`src/rtl/his_peak_finder_pkg.sv`:
```
// ============================================================================
// Module   : his_peak_finder_pkg
// Function : Shared constants and FSM state encoding for the histogram peak
//            finder.
// Revision : 1.0  initial release
// ============================================================================
`default_nettype none

package his_peak_finder_pkg;

    localparam int DEF_NB      = 8;
    localparam int DEF_CNT_W   = 16;
    localparam int DEF_PIX_NUM = 200;
    localparam int DEF_PIX_W   = 8;

    typedef enum logic [2:0] {
        ST_IDLE  = 3'd0,
        ST_READ  = 3'd1,
        ST_DRAIN = 3'd2,
        ST_EMIT  = 3'd3,
        ST_DONE  = 3'd4
    } hpf_state_e;

endpackage

`default_nettype wire

```
`src/rtl/his_peak_finder_if.sv`:
```
// ============================================================================
// Module   : his_peak_finder_if
// Function : Control, histogram read port and peak result stream bundle.
// Revision : 1.0  initial release
// ============================================================================
`default_nettype none

interface his_peak_finder_if #(
    parameter int NB    = his_peak_finder_pkg::DEF_NB,
    parameter int CNT_W = his_peak_finder_pkg::DEF_CNT_W,
    parameter int PIX_W = his_peak_finder_pkg::DEF_PIX_W
);
    logic             start;
    logic             bank;
    logic [CNT_W-1:0] thresh;

    logic             rd_en;
    logic             rd_bank;
    logic [PIX_W-1:0] rd_pix;
    logic [NB-1:0]    rd_bin;
    logic [CNT_W-1:0] rd_data;

    logic             peak_valid;
    logic             peak_ready;
    logic [PIX_W-1:0] peak_pix;
    logic [NB-1:0]    peak_bin;
    logic [CNT_W-1:0] peak_cnt;
    logic             peak_hit;

    logic             busy;
    logic             done;
    logic             overrun;

    modport master (
        output start, bank, thresh, rd_data, peak_ready,
        input  rd_en, rd_bank, rd_pix, rd_bin,
        input  peak_valid, peak_pix, peak_bin, peak_cnt, peak_hit,
        input  busy, done, overrun
    );

    modport slave (
        input  start, bank, thresh, rd_data, peak_ready,
        output rd_en, rd_bank, rd_pix, rd_bin,
        output peak_valid, peak_pix, peak_bin, peak_cnt, peak_hit,
        output busy, done, overrun
    );

endinterface

`default_nettype wire

```
`src/rtl/his_max_tracker.sv`:
```
// ============================================================================
// Module   : his_max_tracker
// Function : Running maximum / argmax over a stream of bin counts; the lowest
//            bin index wins on ties.
// Revision : 1.0  initial release
// ============================================================================
`default_nettype none

module his_max_tracker
    import his_peak_finder_pkg::*;
#(
    parameter int NB    = DEF_NB,
    parameter int CNT_W = DEF_CNT_W
) (
    input  logic             clk,
    input  logic             res,
    input  logic             init_i,
    input  logic             valid_i,
    input  logic [CNT_W-1:0] data_i,
    input  logic [NB-1:0]    bin_i,
    output logic [CNT_W-1:0] max_cnt_o,
    output logic [NB-1:0]    max_bin_o
);

    logic [CNT_W-1:0] max_cnt_q, max_cnt_d;
    logic [NB-1:0]    max_bin_q, max_bin_d;

    // Strictly-greater update keeps the earliest bin on equal counts.
    always_comb begin
        max_cnt_d = max_cnt_q;
        max_bin_d = max_bin_q;
        if (valid_i && (init_i || (data_i > max_cnt_q))) begin
            max_cnt_d = data_i;
            max_bin_d = bin_i;
        end
    end

    always_ff @(posedge clk) begin
        if (res) begin
            max_cnt_q <= '0;
            max_bin_q <= '0;
        end else begin
            max_cnt_q <= max_cnt_d;
            max_bin_q <= max_bin_d;
        end
    end

    assign max_cnt_o = max_cnt_q;
    assign max_bin_o = max_bin_q;

endmodule

`default_nettype wire

```
`src/rtl/his_peak_finder.sv`:
```
// ============================================================================
// Module   : his_peak_finder
// Function : Scans a completed histogram bank pixel by pixel and streams the
//            peak bin, its count and a threshold hit flag for every pixel.
// Revision : 1.0  initial release
// ============================================================================
`default_nettype none

module his_peak_finder
    import his_peak_finder_pkg::*;
#(
    parameter int NB      = DEF_NB,
    parameter int CNT_W   = DEF_CNT_W,
    parameter int PIX_NUM = DEF_PIX_NUM,
    parameter int PIX_W   = DEF_PIX_W
) (
    input  logic             clk,
    input  logic             res,
    his_peak_finder_if.slave bus
);

    localparam int               NBINS    = 2 ** NB;
    localparam logic [NB-1:0]    LAST_BIN = NB'(NBINS - 1);
    localparam logic [PIX_W-1:0] LAST_PIX = PIX_W'(PIX_NUM - 1);

    hpf_state_e       state_q, state_d;
    logic [NB-1:0]    bin_q, bin_d;
    logic [PIX_W-1:0] pix_q, pix_d;
    logic             bank_q, bank_d;
    logic [CNT_W-1:0] thresh_q, thresh_d;
    logic             overrun_q, overrun_d;

    // Read request delayed by one cycle to line up with the returning data.
    logic             rvld_q;
    logic [NB-1:0]    rbin_q;

    logic [CNT_W-1:0] max_cnt;
    logic [NB-1:0]    max_bin;
    logic             rd_en_w;
    logic             emit_w;
    logic             accept_w;

    assign rd_en_w  = (state_q == ST_READ);
    assign emit_w   = (state_q == ST_EMIT);
    assign accept_w = emit_w && bus.peak_ready;

    always_comb begin
        state_d   = state_q;
        bin_d     = bin_q;
        pix_d     = pix_q;
        bank_d    = bank_q;
        thresh_d  = thresh_q;
        overrun_d = overrun_q | (bus.start && (state_q != ST_IDLE));
        case (state_q)
            ST_IDLE: begin
                if (bus.start) begin
                    bank_d   = bus.bank;
                    thresh_d = bus.thresh;
                    pix_d    = '0;
                    bin_d    = '0;
                    state_d  = ST_READ;
                end
            end
            ST_READ: begin
                bin_d = bin_q + 1'b1;
                if (bin_q == LAST_BIN) begin
                    state_d = ST_DRAIN;
                end
            end
            ST_DRAIN: begin
                state_d = ST_EMIT;
            end
            ST_EMIT: begin
                if (accept_w) begin
                    if (pix_q < LAST_PIX) begin
                        pix_d   = pix_q + 1'b1;
                        state_d = ST_READ;
                    end else begin
                        state_d = ST_DONE;
                    end
                end
            end
            ST_DONE: begin
                state_d = ST_IDLE;
            end
            default: begin
                state_d = ST_IDLE;
            end
        endcase
    end

    always_ff @(posedge clk) begin
        if (res) begin
            state_q   <= ST_IDLE;
            bin_q     <= '0;
            pix_q     <= '0;
            bank_q    <= 1'b0;
            thresh_q  <= '0;
            overrun_q <= 1'b0;
            rvld_q    <= 1'b0;
            rbin_q    <= '0;
        end else begin
            state_q   <= state_d;
            bin_q     <= bin_d;
            pix_q     <= pix_d;
            bank_q    <= bank_d;
            thresh_q  <= thresh_d;
            overrun_q <= overrun_d;
            rvld_q    <= rd_en_w;
            rbin_q    <= bin_q;
        end
    end

    his_max_tracker #(
        .NB    (NB),
        .CNT_W (CNT_W)
    ) u_max (
        .clk       (clk),
        .res       (res),
        .init_i    (rvld_q && (rbin_q == '0)),
        .valid_i   (rvld_q),
        .data_i    (bus.rd_data),
        .bin_i     (rbin_q),
        .max_cnt_o (max_cnt),
        .max_bin_o (max_bin)
    );

    // Address and result buses are forced to zero outside their active state.
    assign bus.rd_en      = rd_en_w;
    assign bus.rd_bank    = rd_en_w && bank_q;
    assign bus.rd_pix     = rd_en_w ? pix_q : '0;
    assign bus.rd_bin     = rd_en_w ? bin_q : '0;

    assign bus.peak_valid = emit_w;
    assign bus.peak_pix   = emit_w ? pix_q   : '0;
    assign bus.peak_bin   = emit_w ? max_bin : '0;
    assign bus.peak_cnt   = emit_w ? max_cnt : '0;
    assign bus.peak_hit   = emit_w && (max_cnt >= thresh_q);

    assign bus.busy       = (state_q == ST_READ) || (state_q == ST_DRAIN) || emit_w;
    assign bus.done       = (state_q == ST_DONE);
    assign bus.overrun    = overrun_q;

endmodule

`default_nettype wire

```
`src/flat_wrapper.sv`:
```
// flat-port wrapper written by rule: the top's interface ports become plain ports
module his_peak_finder_flat import his_peak_finder_pkg::*;
#(
    parameter int NB      = DEF_NB,
    parameter int CNT_W   = DEF_CNT_W,
    parameter int PIX_NUM = DEF_PIX_NUM,
    parameter int PIX_W   = DEF_PIX_W
)
  (clk, res, bus_start, bus_bank, bus_thresh, bus_rd_data, bus_peak_ready, bus_rd_en, bus_rd_bank, bus_rd_pix, bus_rd_bin, bus_peak_valid, bus_peak_pix, bus_peak_bin, bus_peak_cnt, bus_peak_hit, bus_busy, bus_done, bus_overrun);
  his_peak_finder_if #(.NB(NB), .CNT_W(CNT_W), .PIX_W(PIX_W)) bus_i ();
  input  logic clk;
  input  logic res;
  input wire logic [$bits(bus_i.start)-1:0] bus_start;
  input wire logic [$bits(bus_i.bank)-1:0] bus_bank;
  input wire logic [$bits(bus_i.thresh)-1:0] bus_thresh;
  input wire logic [$bits(bus_i.rd_data)-1:0] bus_rd_data;
  input wire logic [$bits(bus_i.peak_ready)-1:0] bus_peak_ready;
  output wire logic [$bits(bus_i.rd_en)-1:0] bus_rd_en;
  output wire logic [$bits(bus_i.rd_bank)-1:0] bus_rd_bank;
  output wire logic [$bits(bus_i.rd_pix)-1:0] bus_rd_pix;
  output wire logic [$bits(bus_i.rd_bin)-1:0] bus_rd_bin;
  output wire logic [$bits(bus_i.peak_valid)-1:0] bus_peak_valid;
  output wire logic [$bits(bus_i.peak_pix)-1:0] bus_peak_pix;
  output wire logic [$bits(bus_i.peak_bin)-1:0] bus_peak_bin;
  output wire logic [$bits(bus_i.peak_cnt)-1:0] bus_peak_cnt;
  output wire logic [$bits(bus_i.peak_hit)-1:0] bus_peak_hit;
  output wire logic [$bits(bus_i.busy)-1:0] bus_busy;
  output wire logic [$bits(bus_i.done)-1:0] bus_done;
  output wire logic [$bits(bus_i.overrun)-1:0] bus_overrun;
  assign bus_i.start = bus_start;
  assign bus_i.bank = bus_bank;
  assign bus_i.thresh = bus_thresh;
  assign bus_i.rd_data = bus_rd_data;
  assign bus_i.peak_ready = bus_peak_ready;
  assign bus_rd_en = bus_i.rd_en;
  assign bus_rd_bank = bus_i.rd_bank;
  assign bus_rd_pix = bus_i.rd_pix;
  assign bus_rd_bin = bus_i.rd_bin;
  assign bus_peak_valid = bus_i.peak_valid;
  assign bus_peak_pix = bus_i.peak_pix;
  assign bus_peak_bin = bus_i.peak_bin;
  assign bus_peak_cnt = bus_i.peak_cnt;
  assign bus_peak_hit = bus_i.peak_hit;
  assign bus_busy = bus_i.busy;
  assign bus_done = bus_i.done;
  assign bus_overrun = bus_i.overrun;
  his_peak_finder #(.NB(NB), .CNT_W(CNT_W), .PIX_NUM(PIX_NUM), .PIX_W(PIX_W)) u_core (.clk(clk), .res(res), .bus(bus_i));
endmodule
```
`config.mk`:
```
export PLATFORM = sky130hd
export DESIGN_NAME = his_peak_finder_flat
export DESIGN_NICKNAME = d
export VERILOG_FILES = /design/src/rtl/his_peak_finder_pkg.sv /design/src/rtl/his_peak_finder_if.sv /design/src/rtl/his_max_tracker.sv /design/src/rtl/his_peak_finder.sv /design/src/flat_wrapper.sv
export SDC_FILE = /design/constraint.sdc
export NUM_CORES = 1
export LEC_CHECK = 0
export CAP_MARGIN = 10
export CELL_PAD_IN_SITES_DETAIL_PLACEMENT = 0
export CELL_PAD_IN_SITES_GLOBAL_PLACEMENT = 2
export CORE_MARGIN = 2
export CORE_UTILIZATION = 30
export DETAILED_ROUTE_END_ITERATION = 7
export PLACE_DENSITY = 0.88
export REMOVE_ABC_BUFFERS = 1
export SLEW_MARGIN = 20
export SYNTH_ARGS = -nofsm -noshare
export SYNTH_HDL_FRONTEND = slang
export SYNTH_SLANG_ARGS = --single-unit
```
`constraint.sdc`:
```
create_clock -name clk -period 2.75 [get_ports clk]
set_clock_uncertainty 0.05 [all_clocks]
set_input_delay 0.55 -clock clk [delete_from_list [all_inputs] [get_ports clk]]
set_output_delay 0.55 -clock clk [all_outputs]
set_load 0.02 [all_outputs]
```
==> reports/qor.yml, run 1 <==
synth_mux_area_share_pct: 6.77
drv_slew: 0
synth-xor-area-share_pct: 1.29
cts_root_buf: "clkbuf_16"
htreeDepth: 3
antenna_cells: 0
post-place-ws_ns: -0.110
ir_worst_vdd_v: 0.000213
cp-endpoint: "bus_rd_en"
slowest_stage: "clkdlybuf4s50_1"
worstPathRequired_ns: 2.15
rrSetupSlack_ns: 0.40
power.share.clock_pct: 47.1
drcViolationCount: 0
seq_power_share_pct: 40.2
rr_worst_depth: 9
setup_viol: 0
timing.fmax_mhz: 380
status: "completed"
p_per_area_nw_per_um2: 477
startpoint: "u_core.state_q[2]"
synth_compound_area_share_pct: 10.5
swShare_pct: 24.2
p_switching_w: 0.000643
gp_congestion: 0.810
vias: 3457
final_util_pct: 42.0
hold_viol_final: 0
cts_sinks: 70
wl_per_cell_um: 13.2
rr_endpoint: "u_core.u_max.max_cnt_o[7]"
internal_power_w: 0.00201
yosys_warnings: 0
slew_headroom_pct: 42.7
grt_pass1_vias: 3393
worstMarginPinSlew_ns: 0.859
cp_max_fo: 24
postCtsHoldBufs: 0
setup_ws_ns: 0.115
crit_type: "register to output port"
dr.pass1.iters: 4
maxCapViolCount: 0
grt_pass1_wl_um: 16500
drive_gt1_share_pct: 9.04
rsz0062_at_grt: "no"
n_fill_cell: 1361
synthSimpleGateAreaFrac_pct: 30.2
numPortBuffers: 91
grt_max_degree: 61
endpoint_kind: "output port"
slowest_delay_ns: 0.63
post-route-min-period_ns: 2.63
ys_ff_latch: 70
synth_fa_ha_area_share_pct: 10.4
initial_core_util_pct: 30.8
power.total_w: 0.00266
synth_edf_count: 0
io-pin-count: 92
rows: 42
syn_inst: 483
core_sq_um: 13200
clk_pin_slew_ns: 0.06
fin_crit_sh_pct: 95.8
dr.first_iter.drc_count: 135
timing.rr.start: "u_core.u_max.max_cnt_o[5]"
fp.dieH_um: 121
insertion_delay_ns: 0.34
clock_path_buffers: 2
synth_top_family_by_area: "simple AND/OR/NAND/NOR gates"
overflow: 0
crit_chain: "or3b_1 > inv_6 > clkdlybuf4s50_1"
antenna_found_initial: 0
cts_tree: "built"
netlist_area_sq_um: 4080
ys_seq_area_share_pct: 34.3
wl_um: 10000
p_leak_nw: 2.38
numCtsBuffers: 9
drtAntennaViolNets: 0
regArea_sq_um: 1400
combPwrFrac_pct: 12.7
final_nets: 652
critPathArrivalTime_ns: 2.03
synth_cell_type_count: 51
die_w_um: 121
grtUsageTotal_pct: 14.4
synthFlopType: "dfxtp_1"
avgSynthCellArea_sq_um: 8.45
hp-class: "register to register"
hpwl_um: 7450
multi_input_area_sq_um: 2430
async_reset_ff_share_pct: 0
critPathLaunchType: "register"
area_delta_synth_final_pct: 36.3
vias_per_cell: 4.54
die_area_sq_um: 14600
[layer usage]
metal | global-route usage [%] | wire [um]
met2 | 22.8 | 4490
met3 | 4.72 | 591
met4 | 4.14 | 120
met5 | 0 | 0
met1 | 18.5 | 4830
[stage by stage]
| stage | setup TNS (ns) | area, sq um | hold slack, ns | cells |
|---|---|---|---|---|
| 6_report | 0 | 5570 | 0.402 | 762 |
| 5_1_grt | 0 | 5570 | 0.428 | 762 |
| 4_1_cts | 0 | 5570 | 0.405 | 762 |
| 3_5_place_dp | -1.60 | 5260 | 0.397 | 746 |
| 3_3_place_gp | -0.706 | 5260 | 0.395 | 746 |
| 2_1_floorplan | -5.96 | 3950 | 0.376 | 457 |
[critical path: cells and delay by family, from the launching register on]
family / cells / cell delay, ns
buffers and inverters: 2 / 0.80
DFF: 1 / 0.41
and+or+nand+nor: 1 / 0.49
[Yosys cell counts, drive strengths merged (4+ instances only)]
cell type  count  area, sq um
a21o           6         45.0
buf            6         55.1
clkbuf        20         75.1
nor2          23         88.8
nand4          4         25.0
o21ai         11         55.1
nand3          6         35.0
nand2b        50          313
ha            34          425
inv           35          136
xor2           4         35.0
mux2i         25          250
or3            4         25.0
a211oi         5         42.5
nand2         47          176
a21oi         34          170
and3           5         36.3
nand3b         4         30.0
dfxtp         70         1400
nor2b          9         56.3
and2          51          319
[how the worst min path moves through the flow]
stage | startpoint | to | slack [ns] | cells after the start
2_1_floorplan | u_core.bank_q | u_core.bank_q | 0.38 | 2
3_3_place_gp | u_core.bank_q | u_core.bank_q | 0.39 | 2
3_5_place_dp | u_core.thresh_q[14] | u_core.thresh_q[14] | 0.40 | 2
4_1_cts | u_core.thresh_q[14] | u_core.thresh_q[14] | 0.41 | 2
5_1_grt | u_core.thresh_q[15] | u_core.thresh_q[15] | 0.43 | 2
6_report | u_core.thresh_q[11] | u_core.thresh_q[11] | 0.40 | 2
[flip-flops by register name, summed over array words and instances, names as in the netlist]
name and flops:
u_core.rbin_q 8, u_core.bus.overrun 1, u_core.u_max.max_cnt_o 16, u_core.thresh_q 16, u_core.bin_q 8, u_core.rvld_q 1
u_core.bank_q 1, u_core.u_max.max_bin_o 8, u_core.pix_q 8, u_core.state_q 3
[final cells by class]
| type | count | area share, % |
|---|---|---|
| flip-flops and latches | 70 | 25.2 |
| well taps | 176 | 3.96 |
| multi-input cells | 352 | 43.6 |
| repair buffers | 113 | 19.1 |
| clock buffers | 11 | 4.18 |
| clock inverters | 5 | 1.51 |
| inverters | 35 | 2.45 |
[cell usage in the layout (no fill, tap or decap), types with 4 or more instances in the layout]
master           count
buf_4               21
or3_1                4
nand3_1              5
o21ai_0              9
mux2i_1             25
nand3b_1             4
xor2_1               4
and3_1               4
nand2b_1            50
clkdlybuf4s50_1     70
nor2b_1              9
a21o_1               6
nand2_1             47
dlygate4sd2_1       17
inv_1               34
clkbuf_16            9
nand4_1              4
a211oi_1             4
and2_1              51
dfxtp_1             69
nor2_1              22
a21oi_1             34
ha_1                34
[logic make-up (layout without fill, tap and decap cells)]
family / count (synthesis) / after routing
adders and majority gates: 34 / 34
and+or+nand+nor: 218 / 218
muxes: 27 / 27
buffers and inverters: 61 / 164
DFF: 70 / 70
xor gates and xnor gates: 6 / 6
AOI/OAI and AO/OA: 67 / 67
[power groups by stage]
stage          registers (W)  logic [W]  clock network, W
6_report             0.00107   0.000337           0.00125
5_1_grt              0.00107   0.000380           0.00133
2_1_floorplan        0.00109   0.000183                 0
4_1_cts              0.00107   0.000343           0.00128
3_3_place_gp         0.00109   0.000333                 0
3_5_place_dp         0.00109   0.000336                 0
[timing repair]
item,in CTS,in global routing
pin swaps,1,0
setup endpoints to repair,18,3
buffers inserted,0,0
resized for setup,22,3
(Power assumes the default switching activity.)
==> run 2, diff against run 1 <==
--- a/config.mk
+++ b/config.mk
@@ -8,11 +8,13 @@
 export CAP_MARGIN = 10
 export CELL_PAD_IN_SITES_DETAIL_PLACEMENT = 0
 export CELL_PAD_IN_SITES_GLOBAL_PLACEMENT = 2
+export CORE_ASPECT_RATIO = 1.25
 export CORE_MARGIN = 2
 export CORE_UTILIZATION = 30
 export DETAILED_ROUTE_END_ITERATION = 7
 export PLACE_DENSITY = 0.88
 export REMOVE_ABC_BUFFERS = 1
+export SETUP_SLACK_MARGIN = 0.4
 export SLEW_MARGIN = 20
 export SYNTH_ARGS = -nofsm -noshare
 export SYNTH_HDL_FRONTEND = slang
==> reports/qor.yml, run 2 (synthesis results as in run 1) <==
critPathArrivalTime_ns: 1.84
cp_max_fo: 2
setup_viol: 0
rr_worst_depth: 11
worstPathRequired_ns: 2.15
insertion_delay_ns: 0.34
cts_tree: "built"
htreeDepth: 3
placedCellCount: 739
slew_headroom_pct: 58.1
hold_viol_final: 0
wl_um: 10700
status: "completed"
cts_root_buf: "clkbuf_16"
n_fill_cell: 1406
power.total_w: 0.00265
regArea_sq_um: 1420
p_leak_nw: 2.60
rsz0062_at_grt: "yes"
vias_per_cell: 4.69
ir_worst_vdd_v: 0.000253
area_delta_synth_final_pct: 41.9
drtAntennaViolNets: 0
final_util_pct: 43.6
final_nets: 658
hp-class: "register to register"
antenna_cells: 0
crit_type: "register to output port"
endpoint_kind: "output port"
slowest_stage: "dfxtp_2"
p_per_area_nw_per_um2: 458
most-common-layout-cells: "60 x dfxtp_1, 51 x and2_1, 49 x nand2b_1"
clock_path_buffers: 2
holdPathStages: 2
final_common_cell: "dfxtp_1"
grt_pass1_vias: 3538
clk_pin_slew_ns: 0.06
die_w_um: 108
antenna_found_initial: 1
dr.first_iter.drc_count: 88
hpwl_um: 7470
rows: 47
vias: 3578
dr.pass1.iters: 4
wl_per_cell_um: 14.0
fin_cells: 763
maxCapViolCount: 0
post-route-min-period_ns: 2.44
grt_max_degree: 90
numPortBuffers: 91
critPathLaunchType: "register"
cpMostUsedCell: "a21o_1"
postCtsHoldBufs: 0
worstMarginPinSlew_ns: 0.623
slowest_delay_ns: 0.33
cts_sinks: 70
grtUsageTotal_pct: 15.1
drcViolationCount: 0
rrSetupSlack_ns: 0.45
numCtsBuffers: 9
drv_slew: 0
gp_congestion: 0.806
initial_core_util_pct: 30.7
fin_crit_sh_pct: 88.9
crit_chain: "inv_2 > ha_4 > a21o_1 > a21o_1 > a21o_1 > a211oi_2 > a21oi_2 > buf_6"
overflow: 0
die_area_sq_um: 14600
multi_input_area_sq_um: 2590
drive_gt1_share_pct: 18.8
core_sq_um: 13300
grt_pass1_wl_um: 17100
io-pin-count: 92
fp.dieH_um: 134
timing.fmax_mhz: 409
## run 2: repair_timing
item,4_1_cts,5_1_grt
endpoints found under the hold margin,0,0
cloned,2,0
resized for setup,120,47
setup endpoints to repair,76,57
pin swaps,17,14
setup buffers,2,4
## run 2: layout make-up
| cell class | count | share of cell area [%] |
|---|---|---|
| Tap cell | 171 | 3.69 |
| Inverter | 35 | 2.40 |
| Timing Repair Buffer | 118 | 19.2 |
| Multi-Input combinational cell | 352 | 44.8 |
| Clock inverter | 6 | 1.21 |
| Timing Repair inverter | 1 | 0.194 |
| Clock buffer | 10 | 4.13 |
| Sequential cell | 70 | 24.4 |
## run 2: where the power goes
part | switching, W | leakage, nW | internal (W)
sequential | 0.0000233 | 0.573 | 0.00105
combinational | 0.000191 | 1.88 | 0.000199
clock | 0.000462 | 0.141 | 0.000731
total | 0.000677 | 2.60 | 0.00198
## run 2: per-layer routing
layer,global-route usage (%),wire length (um)
met5,0,13
met4,5.63,301
met3,3.89,470
met2,25.8,5270
met1,18.0,4600
## run 2: per-stage QoR
step	cell area, sq um	hold slack [ns]	setup TNS [ns]	setup WS, ns
final	5790	0.401	0	0.306
after global routing	5790	0.420	0	0.248
after CTS	5670	0.407	0	0.170
after detailed placement	5270	0.399	-2.39	-0.118
after global placement	5270	0.393	-1.21	-0.0694
after floorplan	3950	0.376	-5.96	-0.243
## run 2: critical path, delay by kind of cell (launching register included)
family / cells / cell delay [ns]
DFF: 1 / 0.33
adders and majority gates: 1 / 0.21
AOI/OAI and AO/OA: 5 / 0.80
buffers and inverters: 2 / 0.17
## run 2: path summary, 6_finish.rpt
check / startpoint / endpoint
worst min-delay path: u_core.thresh_q[12] / u_core.thresh_q[12]
worst max register to register: u_core.u_max.max_cnt_o[13] / u_core.u_max.max_bin_o[3]
worst max-delay path: u_core.thresh_q[13] / bus_peak_hit
worst min register to register: u_core.thresh_q[12] / u_core.thresh_q[12]
==> run 3, diff against run 2 <==
--- a/config.mk
+++ b/config.mk
@@ -19,3 +19,4 @@
 export SYNTH_ARGS = -nofsm -noshare
 export SYNTH_HDL_FRONTEND = slang
 export SYNTH_SLANG_ARGS = --single-unit
+export TNS_END_PERCENT = 50
==> reports/qor.yml, run 3 (synthesis results as in run 1) <==
whs_ns: 0.403
final_common_cell: "dfxtp_1"
cts_tree: "built"
cts_sinks: 70
io-pin-count: 92
design_area_sq_um: 5850
grt_max_degree: 90
power.total_w: 0.00264
drv_slew: 0
hp-class: "register to register"
p_leak_nw: 2.76
timing.fmax_mhz: 392
wl_per_cell_um: 14.0
worstMarginPinSlew_ns: 0.630
setup_ws_ns: 0.202
gp_congestion: 0.806
clock_path_buffers: 2
slew_headroom_pct: 57.6
worstPathRequired_ns: 2.15
rrSetupSlack_ns: 0.47
hp-start: "u_core.thresh_q[13]"
core_sq_um: 13300
numCtsBuffers: 9
vias: 3545
cts_root_buf: "clkbuf_16"
ir_worst_vdd_v: 0.000255
postCtsHoldBufs: 0
post-place-ws_ns: -0.118
antenna_cells: 0
timing.rr.start: "u_core.u_max.max_cnt_o[1]"
drtAntennaViolNets: 0
most-common-layout-cells: "64 x dfxtp_1, 51 x and2_1, 50 x nand2b_1"
drcViolationCount: 0
insertion_delay_ns: 0.34
hold_viol_final: 0
rsz0062_at_grt: "yes"
fin_crit_sh_pct: 92.7
post-route-min-period_ns: 2.55
fp.dieH_um: 134
grt_pass1_vias: 3514
die_w_um: 108
critPathArrivalTime_ns: 1.95
rr_endpoint: "u_core.u_max.max_cnt_o[0]"
initial_core_util_pct: 30.7
htreeDepth: 3
numPortBuffers: 91
holdPathStages: 2
area_delta_synth_final_pct: 43.2
dpl_cell_area_sq_um: 5270
hold_path_end: "u_core.thresh_q[13]"
crit_type: "register to output port"
final_util_pct: 44.0
critPathLaunchType: "register"
clk_pin_slew_ns: 0.06
maxCapViolCount: 0
setup_viol: 0
overflow: 0
wl_um: 10600
dr.pass1.iters: 4
grt_pass1_wl_um: 17000
hpwl_um: 7470
antenna_found_initial: 1
grtUsageTotal_pct: 14.9
rows: 47
die_area_sq_um: 14600
cp_max_fo: 2
drive_gt1_share_pct: 16.3
dr.first_iter.drc_count: 96
final_nets: 654
status: "completed"
p_per_area_nw_per_um2: 452
rr_worst_depth: 10
endpoint_kind: "output port"
vias_per_cell: 4.67
run 3: changes by cell type in the layout (fill, tap and decap cells not counted), sizes merged:
cell	delta
dlygate4sd2	-25
dlymetal6s2s	+23
buf	-12
clkbuf	-3
clkdlybuf4s15	+9
clkdlybuf4s50	+4
run 3: per-layer routing:
layer,share of wire [%],track usage [%],vias up,wire [um]
li1,-,-,1807,-
met1,44,17.9,1648,4660
met4,2.1,4.91,2,222
met2,50,25.7,69,5270
met5,0.12,0,-,13
met3,4.3,3.98,19,459
run 3: where the power goes:
part	switching [W]	internal, W	total [W]
clock	0.000463	0.000731	0.00119
sequential	0.0000224	0.00105	0.00107
combinational	0.000186	0.000193	0.000378
total	0.000671	0.00197	0.00264
run 3: through the flow:
step	setup TNS, ns	std cells
after floorplan	-5.96	457
after global placement	-1.21	739
after detailed placement	-2.39	739
after CTS	0	756
after global routing	0	759
final	0	759
run 3: how the worst max path moves through the flow:
stage                     cells past startpoint                    endpoint  slack [ns]                       from
final                                         8                bus_peak_hit        0.20        u_core.thresh_q[13]
after global routing                          8                bus_peak_hit        0.11  u_core.u_max.max_cnt_o[0]
after CTS                                     8                bus_peak_hit        0.17  u_core.u_max.max_cnt_o[0]
after detailed placement                      8   u_core.u_max.max_bin_o[3]       -0.12            bus_rd_data[13]
after global placement                        8  u_core.u_max.max_cnt_o[13]       -0.07             bus_rd_data[1]
after floorplan                               6   u_core.u_max.max_bin_o[0]       -0.24             bus_rd_data[5]
run 3: timing repair:
action,CTS,global route
pin swaps,3,16
cloned,1,1
endpoints found under the setup margin,76,62
gates resized for setup,82,55
buffers inserted,0,2
run 3: worst max-delay path: stages (launching register included):
cell	delay (ns)
dfxtp_1	0.32
inv_1	0.04
ha_1	0.28
a21o_1	0.19
a21o_1	0.17
a21o_1	0.20
a211oi_2	0.17
a21oi_2	0.08
buf_4	0.16
run 3: layout make-up:
class                           instances  area [sq um]
Sequential cell                        70          1410
Clock inverter                          6          70.1
Tap cell                              171           214
Inverter                               35           139
Timing Repair Buffer                  114          1200
Multi-Input combinational cell        352          2560
Fill cell                            1376          7440
Timing Repair inverter                  1          8.76
Clock buffer                           10           239
